[src/rtl/piece_queue.sv]
// piece_queue: filters generator pieces (drops code 7 and one immediate repeat),
// buffers accepted pieces in a small FIFO and issues the oldest piece on request.
module piece_queue #(
  parameter int unsigned DEPTH = 4,
  parameter int unsigned CNT_W = 3
) (
  input  logic             clk,
  input  logic             reset,
  input  logic [2:0]       gen_shape,
  input  logic [1:0]       gen_rot,
  input  logic             spawn_req,
  output logic             spawn_valid,
  output logic [2:0]       spawn_shape,
  output logic [1:0]       spawn_rot,
  output logic [2:0]       next_shape,
  output logic             next_valid,
  output logic [CNT_W-1:0] count,
  output logic             pending
);

  localparam int unsigned PTR_W      = (DEPTH > 1) ? $clog2(DEPTH) : 1;
  localparam logic [2:0]  SHAPE_NONE = 3'd7;

  typedef enum logic {
    FILL,
    READY
  } state_t;

  state_t           state_q;
  state_t           state_d;
  logic [PTR_W-1:0] rd_ptr;
  logic [PTR_W-1:0] wr_ptr;
  logic [2:0]       last_shape;
  logic             reroll;

  logic [2:0]       mem_shape [DEPTH];
  logic [1:0]       mem_rot   [DEPTH];

  logic             is_repeat;
  logic             accept;
  logic             push;
  logic             pop;
  logic             full;
  logic [CNT_W-1:0] count_nxt;
  logic [PTR_W-1:0] rd_nxt;
  logic             pending_nxt;
  logic             reroll_nxt;
  logic [2:0]       last_nxt;
  logic [2:0]       head_nxt;

  // Next-state, filter, push/pop decisions and post-edge FIFO view
  always_comb begin
    state_d     = state_q;
    is_repeat   = 1'b0;
    accept      = 1'b0;
    push        = 1'b0;
    pop         = 1'b0;
    full        = (count == CNT_W'(DEPTH));
    count_nxt   = count;
    rd_nxt      = rd_ptr;
    pending_nxt = pending;
    reroll_nxt  = reroll;
    last_nxt    = last_shape;
    head_nxt    = 3'd0;

    is_repeat = (gen_shape == last_shape) && !reroll;
    accept    = (gen_shape != SHAPE_NONE) && !is_repeat;

    // Only READY may pop; an empty FIFO leaves the request pending
    pop  = (state_q == READY) && (spawn_req || pending) && (count != '0);
    push = accept && (!full || pop);

    // A request arriving while one is already pending is absorbed
    pending_nxt = pop ? 1'b0 : (pending || spawn_req);

    if (gen_shape != SHAPE_NONE) begin
      reroll_nxt = is_repeat;
    end
    // A piece lost to a full FIFO does not count as the last shape seen
    if (push) begin
      last_nxt = gen_shape;
    end

    if (push && !pop) begin
      count_nxt = count + CNT_W'(1);
    end else if (pop && !push) begin
      count_nxt = count - CNT_W'(1);
    end

    if (pop) begin
      rd_nxt = rd_ptr + PTR_W'(1);
    end

    // Head after this edge; a freshly pushed entry is not in memory yet
    if (count_nxt == '0) begin
      head_nxt = 3'd0;
    end else if (push && (rd_nxt == wr_ptr)) begin
      head_nxt = gen_shape;
    end else begin
      head_nxt = mem_shape[rd_nxt];
    end

    case (state_q)
      FILL: begin
        if (count_nxt == CNT_W'(DEPTH)) begin
          state_d = READY;
        end
      end
      READY: begin
        state_d = READY;
      end
      default: begin
        state_d = FILL;
      end
    endcase
  end

  // State, pointers, filter history and registered outputs
  always_ff @(posedge clk) begin
    if (reset) begin
      state_q     <= FILL;
      rd_ptr      <= '0;
      wr_ptr      <= '0;
      last_shape  <= SHAPE_NONE;
      reroll      <= 1'b0;
      count       <= '0;
      pending     <= 1'b0;
      spawn_valid <= 1'b0;
      spawn_shape <= 3'd0;
      spawn_rot   <= 2'd0;
      next_shape  <= 3'd0;
      next_valid  <= 1'b0;
    end else begin
      state_q     <= state_d;
      rd_ptr      <= rd_nxt;
      wr_ptr      <= push ? (wr_ptr + PTR_W'(1)) : wr_ptr;
      last_shape  <= last_nxt;
      reroll      <= reroll_nxt;
      count       <= count_nxt;
      pending     <= pending_nxt;
      spawn_valid <= pop;
      if (pop) begin
        spawn_shape <= mem_shape[rd_ptr];
        spawn_rot   <= mem_rot[rd_ptr];
      end
      next_shape  <= head_nxt;
      next_valid  <= (count_nxt != '0);
    end
  end

  // FIFO storage, written at the tail on push
  always_ff @(posedge clk) begin
    if (push) begin
      mem_shape[wr_ptr] <= gen_shape;
      mem_rot[wr_ptr]   <= gen_rot;
    end
  end

endmodule

[config.mk]
export PLATFORM = sky130hd
export DESIGN_NAME = piece_queue
export DESIGN_NICKNAME = d
export VERILOG_FILES = /design/src/rtl/piece_queue.sv
export SDC_FILE = /design/constraint.sdc
export NUM_CORES = 1
export LEC_CHECK = 0
export CAP_MARGIN = 20
export CORE_ASPECT_RATIO = 0.5
export CORE_MARGIN = 2
export CORE_UTILIZATION = 25
export DETAILED_ROUTE_END_ITERATION = 8
export GPL_TIMING_DRIVEN = 0
export PLACE_DENSITY_LB_ADDON = 0.15
export SYNTH_ARGS = -nofsm -noshare
export SYNTH_HDL_FRONTEND = slang
export SYNTH_SLANG_ARGS = --single-unit
[constraint.sdc]
create_clock -name clk -period 2.45 [get_ports clk]
set_clock_uncertainty 0.1 [all_clocks]
set_input_delay 0.735 -clock clk [delete_from_list [all_inputs] [get_ports clk]]
set_output_delay 0.735 -clock clk [all_outputs]
set_load 0.02 [all_outputs]
======== Word-level counts from Yosys, hierarchy flattened ========
Memory sizes are Yosys's and may differ from the RTL's. A register that Yosys moved wholly into a read port is not among the register bits.
Cells that the tools add are included.
word-level totals
  bits in registers ....................... 15
  latch bits .............................. 0
  RAM bits ................................ 20
  memory bits (read-only) ................. 0
  input port bits ......................... 8
  output and inout port bits .............. 14
  memories kept ........................... 2
memory list
  memory     words  bits a word  rd ports  clocked after memory_dff  write ports  RTL line  text
  mem_shape  4      3            2         2                         1            36        logic [2:0] mem_shape [DEPTH];
  mem_rot    4      2            1         1                         1            37        logic [1:0] mem_rot [DEPTH];
cells by class
  add/sub/neg operators ................... 4
  $mul .................................... 0
  div/mod/pow operators ................... 0
  order comparisons ....................... 0
  equal/unequal tests ..................... 4
  shifts and indexed selects .............. 0
  mux-type cells .......................... 7
  bitwise logic cells ..................... 1
  reduce and logical (&&, ||, !) cells .... 19
operator list
  operator             number
  $logic_and 1x1->1    7
  $eq 3x3->1 const B   2
  $mux 3               2
  $reduce_bool 3->1    2
  $logic_not 1->1      5
  $add 2x1->2 const B  2
  $reduce_or 2->1      2
  $add 3x1->3 const B  1
  $eq 3x3->1           1
  $logic_not 3->1      1
  $mux 1               3
  $ne 3x3->1 const B   1
  $sub 3x1->3 const B  1
  $logic_or 1x1->1     2
  $mux 2               1
  $pmux 1 s2           1
  $not 1->1            1

======== Longest topological paths before layout ========
Gate-level depths: netlist of the first run.
  depth after elaboration ................. 12
  gate-level depth with buffers ........... 9

======== Worst setup path before layout of the first run ========
No wires, ideal clock.
  kind .................................... input to register
  start ................................... input port gen_shape[1]
  end ..................................... register state_q
  setup time .............................. 115 ps
  data arrival time ....................... 2311 ps
  data required time ...................... 2235 ps
  setup slack ............................. -75 ps
  stages on the path ...................... 6
  buffers on the path ..................... 0
  cell sequence ........................... xor2_1 > o41ai_4 > mux2_4 > a211oi_4 > nor2_1 > o21a_1
between the ends
  longest elaborated chain between the ends .. 12
RTL lines
  item                   RTL line  text
  start, declared        9         input logic [2:0] gen_shape,
  $eq 3x3->1             66        is_repeat = (gen_shape == last_shape) && !reroll;
  $logic_and 1x1->1      66
  $logic_not 1->1        67        accept = (gen_shape != SHAPE_NONE) && !is_repeat;
  $logic_and 1x1->1 (*)  67
  $logic_and 1x1->1 (*)  71        push = accept && (!full || pop);
  $logic_not 1->1        86        end else if (pop && !push) begin
  $logic_and 1x1->1      86
  $mux 3                 86
  $mux 3 (*)             84        if (push && !pop) begin
  $eq 3x3->1 (*)         105       if (count_nxt == CNT_W'(DEPTH)) begin
  $mux 1 (*)             105
  $pmux 1 s2 (*)         103       case (state_q)
  end signal, assigned   134       state_q <= state_d;
  end, declared          29        state_t state_q;
Every way passes the cells marked *; elsewhere a longest branch is shown, timed or not.
A chain may end at the register's enable or synchronous reset.

======== Final worst setup path of the first run ========
  start ................................... input port gen_shape[0]
  end ..................................... register state_q
Same word-level chain as after synthesis.

==> reports/metrics.cfg, run 1 <==
[run_status]
status=finished, final reports clean

[setup_path]
cpPeakStageDelay_ns=0.33
cp-end-kind=register
crit_type=in -> reg
start_kind=input port
worstPathArrival_ns=2.41
required_ns=2.53
crit_cells=8
crit_buf_inv=2
crit_path_top_delay_cell=mux2_4
worstRegToRegCells=9
cp_cell_sequence=buf_2, xor2_2, o41ai_4, buf_4, mux2_4, a211oi_4, nor2_1, o21a_1
worst_path_dominant_cell_family=compound AO/OA/AOI/OAI gates
crit_fanout=8

[synthesis]
seq_area_frac_synth_pct=50.8
ys_top_cells_by_area=edfxtp_1 (29%), dfxtp_1 (22%), mux4_2 (5.4%), ha_1 (4.2%), nand2_1 (4.0%)
syn_area_mm2=0.00209
synthDominantCellAreaShare_pct=28.8
synth_edf_count=20
synth_top_cell_by_area=edfxtp_1
syn-mean-instance-area_um2=11.3
syn-num-nets=200
ys.flop_type=dfxtp_1
synth-seq-cells=43
ys_types=40
async_flop_share_pct=0
yosys_warnings=0
syn_inst=185

[min_path]
hp-class=reg -> reg
min_path_cells=2

[clocking]
worstSkewPairLatency_ns=0.28
clk_pin_slew_ns=0.06
cts_sinks=43
clk_path_buf_depth=2
cts_buffers=5
cts-hold-fix-buffers=0
htreeDepth=2
cts_tree=yes
root_buffer=clkbuf_16

[power]
leakage_nw=0.960
powerDensity_mw_per_mm2=1100
ir_drop_v=0.000280

[place]
io_buffer_count=20
globalplace.congestion=0.753
hpwl_um=3430
dp_cells=317
post-place-ws_ns=-1.09

[timing]
relSlewSlack_pct=60.1
hold_violations=0
fmax_ghz=0.428
timing.final.crit_share_pct=95.3
slew_violations=0
fin_ws_ns=0.115
rsz0062_at_grt=false
worst_pin_slew_ns=0.599
period_minus_slack_ns=2.33
setup_viol=0

[route]
drt-total-wl_um=4710
final_antenna_net_count=0
num_vias=1445
viasPerCell=4.37
drcViolationCount=0
routedWlPerCell_um=14.2
drt_iter0_drc=140
first_pass_iters=4

[global_routing]
grt_pass1_vias=1451
grtUsageTotal_pct=11.5
antenna_found_initial=0
grt_start_max_net_pins=16
grt_pass1_wl_um=7590
overflow=0

[final_layout]
antenna_cells=0
fill_cells=824
drive_gt1_share_pct=23.7
fin_cells=331
area_growth_pct=30.7
final_nets=233

[floorplanning]
core_mm2=0.00806
ios=22
rows=23
die_y_um=68.6
die_x_um=133
initial_core_util_pct=25.9
design.die.area_mm2=0.00914

[flow_run]
cap_viol_max_count=0

worst reg2reg max path: stages (launching register included):
cell and delay [ns]:
dfxtp_1 0.42, inv_1 0.09, ha_2 0.23, nor2b_1 0.17, nor2_2 0.18, buf_6 0.16
nor3_1 0.06, o31a_1 0.33, a221o_1 0.31, a21oi_1 0.14
power breakdown:
group | internal [mW] | leakage [nW] | total, mW | switching, mW
registers | 0.951 | 0.375 | 1.08 | 0.129
logic | 0.547 | 0.501 | 1.16 | 0.613
clock network | 0.486 | 0.0844 | 0.769 | 0.283
total | 1.98 | 0.960 | 3.01 | 1.02
cell usage in the layout (no fill, tap or decap), types with 6 or more instances in the layout:
cell	count
clkdlybuf4s50_1	16
dfxtp_1	22
nor2_1	17
buf_4	7
a21oi_1	10
nand2_1	21
edfxtp_1	20
ha_1	6
mux2i_1	7
inv_1	9
cells by family (layout without fill, tap and decap cells):
kind of cell / Yosys count / after routing / synth area share, %
simple gates: 61 / 61 / 13.4
flops: 43 / 43 / 50.8
compound gates: 33 / 33 / 13.5
mux: 18 / 18 / 12.1
buf+inv: 16 / 50 / 3.00
fa+ha+maj: 7 / 7 / 4.20
xor+xnor: 7 / 7 / 2.94
metrics by stage:
| step | TNS [ns] | utilization, % | power, mW | cell area [um^2] | hold WS [ns] |
|---|---|---|---|---|---|
| 5_1_grt | 0 | 33.9 | 3.22 | 2730 | 0.390 |
| 3_5_place_dp | -32.84 | 30.4 | 2.16 | 2450 | 0.347 |
| 3_3_place_gp | -32.34 | 30.4 | 2.14 | 2450 | 0.344 |
| 2_1_floorplan | -0.0569 | - | 1.83 | 2110 | 0.362 |
| 4_1_cts | -0.00401 | 33.6 | 3.03 | 2710 | 0.356 |
| 6_report | 0 | 33.9 | 3.01 | 2730 | 0.353 |
registers in the layout (all words and copies together), names as in the netlist, 2 cells and up:
signal / count
wr_ptr: 2
mem_rot: 8
mem_shape: 12
last_shape: 3
rd_ptr: 2
spawn_rot: 2
count: 3
spawn_shape: 3
next_shape: 3
cell type report:
class                           instances  area [um^2]  area share [%]
Timing Repair Buffer                   26          238            8.72
Sequential cell                        43         1060            38.9
Tap cell                              112          140            5.14
Buffer                                  7         38.8            1.42
Inverter                                9         33.8            1.24
Clock buffer                            5          125            4.59
Multi-Input combinational cell        126         1040            38.2
Clock inverter                          3         47.5            1.74
cells in the mapped netlist (4+ instances only):
master     n
a21oi_1   10
mux2i_1    8
ha_1       7
and2_1     4
inv_1      9
nor2_1    18
edfxtp_1  20
o21ai_0    4
or3_1      5
mux2_2     4
nand2_1   22
o311ai_0   4
xnor2_1    4
mux4_2     5
dfxtp_1   23
per-layer routing:
| metal | track usage, % | vias up | wire (um) |
|---|---|---|---|
| li1 | - | 733 | - |
| met1 | 15.5 | 691 | 2410 |
| met2 | 17.9 | 16 | 2060 |
| met3 | 2.78 | 5 | 182 |
| met4 | 4.79 | 0 | 65 |
| met5 | 0 | - | 0 |
final timing paths:
kind / start / end / slack [ns]
worst max-delay path: gen_shape[0] / state_q / 0.12
worst min-delay path: spawn_rot[0] / spawn_rot[0] / 0.35
worst max register to register: count[1] / next_shape[0] / 0.20
worst min register to register: spawn_rot[0] / spawn_rot[0] / 0.35
what timing repair did:
action                     4_1_cts  5_1_grt
setup endpoints to repair       33       25
gates resized for setup         33       10
buffers inserted                 6        0
pin swaps                        4        4
(Power assumes the default switching activity.)
==> run 2, diff against run 1 <==
--- a/config.mk
+++ b/config.mk
@@ -15,3 +15,4 @@
 export SYNTH_ARGS = -nofsm -noshare
 export SYNTH_HDL_FRONTEND = slang
 export SYNTH_SLANG_ARGS = --single-unit
+export TNS_END_PERCENT = 50
==> results of run 2 <==
Same layout as run 1: the final DEF is identical, and so are final timing and power.
==> run 3, diff against run 2 <==
==> constraint.sdc (replaced) <==
create_clock -name clk -period 2.77 [get_ports clk]
set_clock_uncertainty 0.1 [all_clocks]
set_input_delay 0.831 -clock clk [delete_from_list [all_inputs] [get_ports clk]]
set_output_delay 0.831 -clock clk [all_outputs]
set_load 0.02 [all_outputs]
==> reports/metrics.cfg, run 3 (synthesis gave the netlist of run 1 again) <==
[floorplanning]
die_y_um=68.6
ios=22
design.die.area_mm2=0.00914
die_x_um=133
rows=23
initial_core_util_pct=25.9
core_mm2=0.00806

[clocking]
cts_buffers=5
clk_pin_slew_ns=0.07
cts_sinks=43
cts-hold-fix-buffers=0
cts_tree=yes
root_buffer=clkbuf_16
htreeDepth=2
clk_path_buf_depth=2
worstSkewPairLatency_ns=0.29

[timing]
fmax_ghz=0.377
period_minus_slack_ns=2.65
finalSetupTns_ns=0
fin_ws_ns=0.117
timing.final.crit_share_pct=95.8
relSlewSlack_pct=59.5
slew_violations=0
worst_pin_slew_ns=0.607
rsz0062_at_grt=false
hold_violations=0
setup_viol=0

[route]
final_antenna_net_count=0
drt-total-wl_um=4840
num_vias=1449
routedWlPerCell_um=14.7
viasPerCell=4.40
drt_iter0_drc=68
first_pass_iters=4
drcViolationCount=0

[final_layout]
reg_top3=mem_shape: 12 flops, mem_rot: 8 flops
drive_gt1_share_pct=19.8
largest-register=mem_shape
fill_cells=817
mostFrequentLayoutCells=dfxtp_1 (23), nand2_1 (22), edfxtp_1 (20)
layout_commonest_cell=dfxtp_1
largest_reg_flops=12
antenna_cells=0
final_nets=231
area_growth_pct=27.1

[setup_path]
cp_cell_sequence=clkdlybuf4s50_1, o21ai_2, o21ai_0, mux2_4, a211oi_4, nor2_1, o21a_1
worst_path_dominant_cell_family=compound AO/OA/AOI/OAI gates
cp-startpoint=spawn_req
worstPathArrival_ns=2.74
reg2reg_from=count[0]
start_kind=input port
crit_fanout=5
cpPeakStageDelay_ns=0.48
crit_type=in -> reg
crit_path_top_delay_cell=clkdlybuf4s50_1
crit_buf_inv=1
cp-end-kind=register
required_ns=2.85

[global_routing]
antenna_found_initial=0
overflow=0
grt_start_max_net_pins=16
grt_pass1_vias=1449
grtUsageTotal_pct=11.5
grt_pass1_wl_um=7680

[power]
powerDensity_mw_per_mm2=988
ir_drop_v=0.000265
leakage_nw=0.937

[place]
post-place-ws_ns=-0.799
globalplace.congestion=0.821
hpwl_um=3460
io_buffer_count=20

[min_path]
hp-start=spawn_rot[0]
hp-class=reg -> reg

[flow_run]
cap_viol_max_count=0

[run_status]
status=finished, final reports clean

==> run 3: layout make-up <==
class	count	area, um^2	share of cell area, %
inverters	9	33.8	1.27
clock buffers	5	125	4.72
multi-input cells	126	996	37.5
clock inverters	3	46.3	1.75
well taps	112	140	5.28
flip-flops and latches	43	1060	40.0
repair buffers	24	215	8.11
plain buffers	7	35.0	1.32
==> run 3: repair_timing <==
item	in CTS	in global routing
pin swaps	1	0
gates resized for setup	12	11
setup endpoints to repair	33	25
hold endpoints to repair	0	0
buffers inserted	4	0
==> run 3: through the flow <==
stage          total power [mW]  cell area (um^2)  utilization [%]  std cells  hold slack, ns
4_1_cts                    2.63              2650             32.9        329           0.361
3_5_place_dp               1.91              2430             30.1        317           0.350
3_3_place_gp               1.89              2430             30.1        317           0.343
5_1_grt                    2.78              2650             32.9        329           0.394
6_report                   2.62              2650             32.9        329           0.359
2_1_floorplan              1.61              2090                -        185           0.362
==> run 3: report_power, final <==
part | switching, mW | internal (mW)
clock network | 0.267 | 0.429
registers | 0.111 | 0.839
logic | 0.525 | 0.449
total | 0.903 | 1.72
==> run 3: path summary, 6_finish.rpt <==
path,end,slack [ns],depth (start not counted)
setup / recovery,state_q,0.12,7
hold / removal,spawn_rot[0],0.36,2
setup reg to reg,next_shape[1],0.36,9
hold reg to reg,spawn_rot[0],0.36,2
==> run 3: worst register-to-register path, stage by stage (launching register included) <==
cell and delay, ns:
dfxtp_1 0.40, inv_1 0.13, ha_1 0.30, nor2b_1 0.18
nor2_2 0.13, buf_4 0.19, nor3_1 0.07, o31a_1 0.39
a221o_1 0.31, a21oi_1 0.15
==> run 3: metal layers <==
layer	global-route usage [%]	wire (um)
met1	15.7	2570
met2	17.2	2000
met5	0	0
met3	3.51	182
met4	4.79	89
